[src/rtl/vpu_nrw_packer_if.sv]
// Narrow-element upstream and packed-word
// FIFO-side signals of the packer.
interface vpu_nrw_packer_if #(
  parameter int IN_WIDTH  = 16,
  parameter int OUT_WIDTH = 32
);
  logic                 valid_i;
  logic [IN_WIDTH-1:0]  data_i;
  logic                 last_i;
  logic                 ready_o;
  logic                 wren_o;
  logic [OUT_WIDTH-1:0] wdata_o;
  logic                 wrfull_i;

  modport master (
    output valid_i, data_i, last_i, wrfull_i,
    input  ready_o, wren_o, wdata_o
  );

  modport slave (
    input  valid_i, data_i, last_i, wrfull_i,
    output ready_o, wren_o, wdata_o
  );
endinterface

[src/rtl/vpu_nrw_packer.sv]
// Packs RATIO narrow elements into one FIFO
// word; last_i flushes a zero-filled word.
module vpu_nrw_packer #(
  parameter int IN_WIDTH  = 16,
  parameter int OUT_WIDTH = 32,
  parameter int CNT_WIDTH = 16
) (
  input  logic                 clk,
  input  logic                 rst_n,
  vpu_nrw_packer_if.slave      bus,
  output logic                 busy_o,
  output logic [CNT_WIDTH-1:0] words_o
);

  localparam int RATIO = OUT_WIDTH / IN_WIDTH;
  localparam int CW    = (RATIO > 1) ? $clog2(RATIO) : 1;

  typedef enum logic [0:0] {
    OUT_IDLE,
    OUT_WAIT
  } state_t;

  state_t               r_state;
  state_t               w_state_nxt;
  logic [CW-1:0]        r_cnt;
  logic [OUT_WIDTH-1:0] r_acc;
  logic [OUT_WIDTH-1:0] r_hold;
  logic [CNT_WIDTH-1:0] r_words;
  logic [OUT_WIDTH-1:0] w_word;
  logic                 w_accept;
  logic                 w_done;
  logic                 w_wren;

  assign w_wren   = (r_state == OUT_WAIT) & ~bus.wrfull_i;
  assign w_accept = bus.valid_i & bus.ready_o;
  assign w_done   = w_accept &
                    ((r_cnt == CW'(RATIO - 1)) | bus.last_i);

  assign bus.ready_o = (r_state == OUT_IDLE) | ~bus.wrfull_i;
  assign bus.wren_o  = w_wren;
  assign bus.wdata_o = r_hold;
  assign busy_o      = (r_cnt != '0) | (r_state == OUT_WAIT);
  assign words_o     = r_words;

  // Merge the incoming element into its slot of the accumulator.
  always_comb begin
    w_word = r_acc;
    for (int k = 0; k < RATIO; k++) begin
      if (r_cnt == CW'(k))
        w_word[k*IN_WIDTH +: IN_WIDTH] = bus.data_i;
    end
  end

  // Accumulator, slot index and holding register.
  always_ff @(posedge clk or negedge rst_n) begin
    if (!rst_n) begin
      r_cnt  <= '0;
      r_acc  <= '0;
      r_hold <= '0;
    end else if (w_accept) begin
      if (w_done) begin
        r_cnt  <= '0;
        r_acc  <= '0;
        r_hold <= w_word;
      end else begin
        r_cnt  <= r_cnt + CW'(1);
        r_acc  <= w_word;
      end
    end
  end

  // Output FSM state register.
  always_ff @(posedge clk or negedge rst_n) begin
    if (!rst_n) r_state <= OUT_IDLE;
    else        r_state <= w_state_nxt;
  end

  // Output FSM next-state: hold a word until the FIFO takes it.
  always_comb begin
    w_state_nxt = r_state;
    unique case (r_state)
      OUT_IDLE: if (w_done) w_state_nxt = OUT_WAIT;
      OUT_WAIT: if (w_wren && !w_done) w_state_nxt = OUT_IDLE;
      default:  w_state_nxt = OUT_IDLE;
    endcase
  end

  // Written-word counter, wraps naturally.
  always_ff @(posedge clk or negedge rst_n) begin
    if (!rst_n)      r_words <= '0;
    else if (w_wren) r_words <= r_words + CNT_WIDTH'(1);
  end

endmodule

[src/flat_wrapper.sv]
// flat-port wrapper written by rule: the top's interface ports become plain ports
module vpu_nrw_packer_flat 
#(
  parameter int IN_WIDTH  = 16,
  parameter int OUT_WIDTH = 32,
  parameter int CNT_WIDTH = 16
)
  (clk, rst_n, busy_o, words_o, bus_valid_i, bus_data_i, bus_last_i, bus_wrfull_i, bus_ready_o, bus_wren_o, bus_wdata_o);
  vpu_nrw_packer_if #(.IN_WIDTH(IN_WIDTH), .OUT_WIDTH(OUT_WIDTH)) bus_i ();
  input  logic clk;
  input  logic rst_n;
  output logic busy_o;
  output logic [CNT_WIDTH-1:0] words_o;
  input wire logic [$bits(bus_i.valid_i)-1:0] bus_valid_i;
  input wire logic [$bits(bus_i.data_i)-1:0] bus_data_i;
  input wire logic [$bits(bus_i.last_i)-1:0] bus_last_i;
  input wire logic [$bits(bus_i.wrfull_i)-1:0] bus_wrfull_i;
  output wire logic [$bits(bus_i.ready_o)-1:0] bus_ready_o;
  output wire logic [$bits(bus_i.wren_o)-1:0] bus_wren_o;
  output wire logic [$bits(bus_i.wdata_o)-1:0] bus_wdata_o;
  assign bus_i.valid_i = bus_valid_i;
  assign bus_i.data_i = bus_data_i;
  assign bus_i.last_i = bus_last_i;
  assign bus_i.wrfull_i = bus_wrfull_i;
  assign bus_ready_o = bus_i.ready_o;
  assign bus_wren_o = bus_i.wren_o;
  assign bus_wdata_o = bus_i.wdata_o;
  vpu_nrw_packer #(.IN_WIDTH(IN_WIDTH), .OUT_WIDTH(OUT_WIDTH), .CNT_WIDTH(CNT_WIDTH)) u_core (.clk(clk), .rst_n(rst_n), .bus(bus_i), .busy_o(busy_o), .words_o(words_o));
endmodule
[config.mk]
export PLATFORM = sky130hd
export DESIGN_NAME = vpu_nrw_packer_flat
export DESIGN_NICKNAME = d
export VERILOG_FILES = /design/src/rtl/vpu_nrw_packer_if.sv /design/src/rtl/vpu_nrw_packer.sv /design/src/flat_wrapper.sv
export SDC_FILE = /design/constraint.sdc
export NUM_CORES = 1
export LEC_CHECK = 0
export ABC_CLOCK_PERIOD_IN_PS = 3100
export CORE_ASPECT_RATIO = 0.75
export CORE_MARGIN = 1.5
export CORE_UTILIZATION = 55
export DETAILED_ROUTE_END_ITERATION = 8
export GPL_ROUTABILITY_DRIVEN = 0
export PLACE_DENSITY = 0.93
export SKIP_CTS_REPAIR_TIMING = 1
export SYNTH_ARGS = -nofsm -noshare
export SYNTH_HDL_FRONTEND = slang
export SYNTH_SLANG_ARGS = --single-unit
[constraint.sdc]
create_clock -name clk -period 3.1 [get_ports clk]
set_input_delay 0.775 -clock clk [delete_from_list [all_inputs] [get_ports clk]]
set_output_delay 0.775 -clock clk [all_outputs]
set_load 0.01 [all_outputs]
==> results_dict.tcl, run 1 <==
set metrics [dict create \
    crit_path_end_kind "output pin" \
    synth_seq_cells 82 \
    final_nets 397 \
    slew_headroom 0.338 \
    wl_per_cell_microns 15.1 \
    path_delay_family "buffers and inverters" \
    hold_viol_final 0 \
    cpMaxStageDelayCell "clkdlybuf4s50_1" \
    gr-usage-all-layers 0.223 \
    cts_tree "yes" \
    postSynth.asyncResetShare 1.00 \
    fin_setup_tns_ns 0 \
    busiest_layer "met2" \
    fin_crit_sh 0.911 \
    cp_num_buf_inv 2 \
    clkLatencyLatePin_ns 0.35 \
    cts_sinks 82 \
    min_to "u_core.words_o[15]$_DFFE_PN0P_" \
    vias 2412 \
    die-area_sq_mm 0.00696 \
    skew_ns 0.00852 \
    tightest_slew_ns 0.993 \
    status "completed" \
    cp_max_fo 5 \
    met3_usage 0.0740 \
    netlist_area_sq_mm 0.00356 \
    die_w_microns 95.9 \
    syn_to_final_growth_pct 25.4 \
    setup_violations 0 \
    syn_area_per_cell_sq_um 11.7 \
    avgViaCountPerCell 5.25 \
    clockBufferDepth 2 \
    worstRegToRegCells 5 \
    power_density_mw_per_mm2 693 \
    grt_pass1_wl_microns 11500 \
    crit_type "in2out" \
    synth_edf_count 0 \
    hold_start "u_core.words_o[15]$_DFFE_PN0P_" \
    cts-root-buf "clkbuf_8" \
    coreArea_sq_mm 0.00629 \
    maxCapViolCount 0 \
    r2r_slack_ns 1.02 \
    arrival_ns 2.05 \
    path_cells "clkdlybuf4s50_1 -> nor2b_1 -> clkdlybuf4s50_1" \
    final_antenna_net_count 0 \
    holdCritPathClass "reg2reg" \
    drtPass1Iterations 4 \
    diodes 0 \
    met1_usage 0.301 \
    r2r-end "u_core.bus.wdata_o[5]$_DFFE_PN0P_" \
    ir_drop_mv 0.452 \
    syn_inst 305 \
    rsz0062_at_grt "no" \
    htreeDepth 3 \
    path_clk_slew_ns 0.08 \
    io_pins 72 \
    grt_start_max_net_pins 82 \
    grt_pass1_vias 2368 \
    die_h_microns 72.6 \
    use_met2 0.346 \
    yosysSeqAreaShare 0.577 \
    initialDrtViolationCount 133 \
    finalCriticalPeriod_ns 2.82 \
    wirelength_microns 6930 \
    crit_path_frequent_cell "clkdlybuf4s50_1" \
    gr-total-overflow 0 \
    grt_antenna_before_repair 0 \
    hold_depth 1 \
    num_rows 25 \
    nFillCells 454 \
    post-route-util 0.710 \
    syn_nets 327 \
    holdWs_ns 0.474 \
    slew_viol_final 0 \
    yosys_most_used_dff "dfrtp_1" \
    leakage_nw 2.01 \
    ys_warn_count 0 \
    start_kind "input port" \
    rr_startpoint "u_core.r_cnt$_DFFE_PN0P_" \
    synth_cell_types 28 \
    regArea_sq_mm 0.00205 \
    cts-buffers-inserted 9 \
    required_ns 2.32 \
    post_dp_cell_area_sq_mm 0.00427 \
    timing.fmax_mhz 354 \
    route.detailed.drc 0 \
    port_buffers 71 \
    cpPeakStageDelay_ns 0.57 \
    initial_core_util 0.566 \
    dp_hpwl_microns 4640 \
    finalInstanceArea_sq_mm 0.00446 \
    multi_input_area_sq_mm 0.00137 \
    drive_gt1_frac 0.169 \
]
layer usage:
metal | up-vias | routed length [microns]
met5 | - | 0
met2 | 70 | 3330
met1 | 1164 | 3080
met4 | 0 | 70
met3 | 5 | 448
li1 | 1173 | -
logic make-up (layout without fill, tap and decap cells):
logic type | count (synthesis) | count (layout) | share of synthesized area
XOR/XNOR | 15 | 15 | 0.0369
flip-flops | 82 | 82 | 0.577
AO/OA/AOI/OAI | 49 | 49 | 0.102
AND/OR/NAND/NOR | 107 | 107 | 0.146
buffers and inverters | 17 | 90 | 0.0387
multiplexers | 34 | 34 | 0.0964
adder cells (fa/ha/maj) | 1 | 1 | 0.00352
Yosys cell counts (2+ instances only):
library cell | number | area share
nor2_1 | 2 | 0.0021
and2_4 | 5 | 0.012
buf_6 | 9 | 0.028
and2_1 | 11 | 0.019
nor3_2 | 2 | 0.0056
xnor2_1 | 10 | 0.025
o21ai_2 | 30 | 0.074
clkbuf_1 | 3 | 0.0032
o21ai_1 | 2 | 0.0028
dfrtp_1 | 82 | 0.58
o21ai_0 | 16 | 0.023
nand3_1 | 4 | 0.0056
and4_1 | 3 | 0.0074
buf_2 | 5 | 0.0070
mux2_2 | 2 | 0.0063
mux2i_1 | 32 | 0.090
nand4_1 | 2 | 0.0035
nand2_1 | 71 | 0.075
xor2_1 | 5 | 0.012
layout by cell type (no fill, tap or decap), drive strengths merged:
master          n
a21bo           1
and2           16
and3            1
and4            3
buf             6
bufinv          1
clkbuf         11
clkdlybuf4s50  70
clkinv          2
dfrtp          82
ha              1
mux2            2
mux2i          32
nand2          71
nand3           4
nand3b          1
nand4           2
nand4b          1
nor2            3
nor2b           1
nor3            2
o21ai          48
or2             2
xnor2          10
xor2            5
state kept, by name (all words and copies together), names as in the netlist:
name / cells
u_core.bus.wdata_o: 32
u_core.r_acc: 32
u_core.r_cnt: 1
u_core.r_state: 1
u_core.words_o: 16
power by group:
part           internal (W)  switching, W  leakage, nW
Combinational      0.000490      0.000454        0.817
Sequential          0.00126      0.000135         1.09
Clock              0.000405      0.000348        0.101
how the worst max path moves through the flow:
| stage | to | start | slack, ns | cells past startpoint |
|---|---|---|---|---|
| global route | bus_wren_o | bus_wrfull_i | 0.25 | 3 |
| floorplan | bus_wren_o | bus_wrfull_i | 1.24 | 1 |
| CTS | bus_wren_o | bus_wrfull_i | 0.29 | 3 |
| global placement | bus_wren_o | bus_wrfull_i | 0.38 | 3 |
| finish | bus_wren_o | bus_wrfull_i | 0.28 | 3 |
| detailed placement | bus_wren_o | bus_wrfull_i | 0.30 | 3 |
stage by stage:
stage,setup WS (ns),instances,power [W]
5_1_grt,0.246,459,0.00326
6_report,0.277,459,0.00309
4_1_cts,0.287,459,0.00313
3_5_place_dp,0.297,445,0.00237
2_1_floorplan,1.24,305,0.00191
3_3_place_gp,0.381,445,0.00232
layout make-up:
class                   count  share of cell area
well taps                  81              0.0227
clock buffers              11              0.0339
clock inverters             3             0.00897
multi-input cells         206               0.307
repair buffers             76               0.167
flip-flops and latches     82               0.460
Note: power is estimated with default switching activity, not from simulation.
==> run 2: changes to the inputs <==
SLEW_MARGIN = 20   (was not set)
==> results of run 2 <==
Same layout as run 1: the final DEF is identical, and so are final timing and power.
==> run 3: changes to the inputs <==
CORE_MARGIN = not set   (was 1.5)
REMOVE_ABC_BUFFERS = 1   (was not set)
==> run 3 against run 2 <==
Against the previous run: via count grew 0.17%; core utilization grew 2.8 points; hold slack lost 0.041 ns; register-to-register slack gained 0.04 ns; sequential share of layout area grew 0.078 points; design area shrank 0.17%; largest power group unchanged; count of clock-buffer cells in the layout grew 3; global-route usage grew 0.44 points.
==> results_dict.tcl, run 3 (synthesized netlist as in run 1, its figures left out) <==
set metrics [dict create \
    status "completed" \
    r2r_slack_ns 1.06 \
    cts-buffers-inserted 9 \
    holdCritPathClass "in2async" \
    grt_start_max_net_pins 82 \
    maxCapViolCount 0 \
    num_rows 24 \
    leakage_nw 2.00 \
    avgViaCountPerCell 5.28 \
    gr-total-overflow 0 \
    die_h_microns 71.6 \
    path_delay_family "buffers and inverters" \
    clkLatencyLatePin_ns 0.35 \
    setup_violations 0 \
    htreeDepth 3 \
    finalCriticalPeriod_ns 2.74 \
    diodes 0 \
    power_density_mw_per_mm2 681 \
    fin_crit_sh 0.885 \
    coreArea_sq_mm 0.00604 \
    die-area_sq_mm 0.00680 \
    ir_drop_mv 0.384 \
    drtPass1Iterations 4 \
    final_cell_mix "81 x dfrtp_1, 71 x nand2_1, 70 x clkdlybuf4s50_1, 32 x mux2i_1, 30 x o21ai_2" \
    cp_num_buf_inv 2 \
    rsz0062_at_grt "no" \
    final_antenna_net_count 0 \
    initialDrtViolationCount 101 \
    hold_viol_final 0 \
    start_kind "input port" \
    path_clk_slew_ns 0.08 \
    rr_startpoint "u_core.r_cnt$_DFFE_PN0P_" \
    finalInstanceArea_sq_mm 0.00445 \
    drive_gt1_frac 0.166 \
    mostFrequentLayoutCell "dfrtp_1" \
    clockBufferDepth 2 \
    wirelength_microns 6900 \
    crit_path_end_kind "output pin" \
    grt_antenna_before_repair 0 \
    port_buffers 71 \
    initial_core_util 0.589 \
    gr-usage-all-layers 0.227 \
    required_ns 2.32 \
    io_pins 72 \
    total_power_w 0.00303 \
    crit_path_frequent_cell "clkdlybuf4s50_1" \
    dp_hpwl_microns 4540 \
    crit_type "in2out" \
    cts_sinks 82 \
    timing.fmax_mhz 364 \
    vias 2416 \
    cts_tree "yes" \
    cp_max_fo 5 \
    syn_to_final_growth_pct 25.2 \
    slew_headroom 0.341 \
    cp.depth 3 \
    cpPeakStageDelay_ns 0.55 \
    r2r-end "u_core.bus.wdata_o[13]$_DFFE_PN0P_" \
    route.detailed.drc 0 \
    post_dp_cell_area_sq_mm 0.00428 \
    tightest_slew_ns 0.989 \
    arrival_ns 1.97 \
    cpMaxStageDelayCell "clkdlybuf4s50_1" \
    wl_per_cell_microns 15.1 \
    die_w_microns 94.9 \
    path_cells "clkdlybuf4s50_1 -> nor2b_1 -> clkdlybuf4s50_1" \
    cts-root-buf "clkbuf_8" \
    grt_pass1_wl_microns 11500 \
    worstRegToRegCells 5 \
    slew_viol_final 0 \
    final_nets 397 \
    skew_ns 0.0113 \
    grt_pass1_vias 2376 \
]
run 3: cell types whose count changed in the layout (fill, tap and decap cells not counted), sizes merged:
| cell | delta |
|---|---|
| bufinv | -1 |
| clkbuf | +3 |
| clkinv | -1 |
| clkinvlp | +1 |
run 3: layout make-up:
type	instances	area, sq um
clock buffers	14	163
clock inverters	2	12.5
fillers	446	1580
multi-input cells	206	1370
flip-flops and latches	82	2050
well taps	78	97.6
repair buffers	76	758
run 3: worst max-delay path by stage:
stage                                   from                      endpoint  slack [ns]
floorplan           u_core.r_cnt$_DFFE_PN0P_  u_core.r_acc[26]$_DFFE_PN0P_       -0.52
global placement                bus_wrfull_i                    bus_wren_o        0.35
detailed placement              bus_wrfull_i                    bus_wren_o        0.35
finish                          bus_wrfull_i                    bus_wren_o        0.36
CTS                             bus_wrfull_i                    bus_wren_o        0.34
global route                    bus_wrfull_i                    bus_wren_o        0.28
run 3: metal layers:
metal,global-route usage,part of all wire,up-vias
met3,0.0807,0.047,8
met4,0.0640,0.0087,0
met1,0.288,0.42,1195
met5,0,0,-
li1,-,-,1165
met2,0.369,0.52,48
run 3: power by group:
| group | internal (W) | switching, W | total, W | leakage (nW) |
|---|---|---|---|---|
| Clock | 0.000335 | 0.000358 | 0.000693 | 0.0867 |
| Combinational | 0.000495 | 0.000458 | 0.000953 | 0.822 |
| Sequential | 0.00126 | 0.000129 | 0.00139 | 1.09 |
run 3: metrics by stage:
stage | TNS [ns] | cells | hold WS, ns | setup slack, ns | utilization
after detailed placement | 0 | 442 | 0.465 | 0.345 | 0.709
after CTS | 0 | 458 | 0.462 | 0.345 | 0.738
after global routing | 0 | 458 | 0.471 | 0.281 | 0.738
final | 0 | 458 | 0.434 | 0.356 | 0.738
after floorplan | -23.55 | 288 | 0.450 | -0.515 | -
after global placement | 0 | 442 | 0.460 | 0.353 | 0.709
run 3: worst reg2reg max path, delay by kind of cell (launching register included):
kind / cells / cell delay (ns)
buffers and inverters: 1 / 0.30
AO/OA/AOI/OAI: 1 / 0.10
flip-flops: 1 / 0.40
AND/OR/NAND/NOR: 3 / 1.16
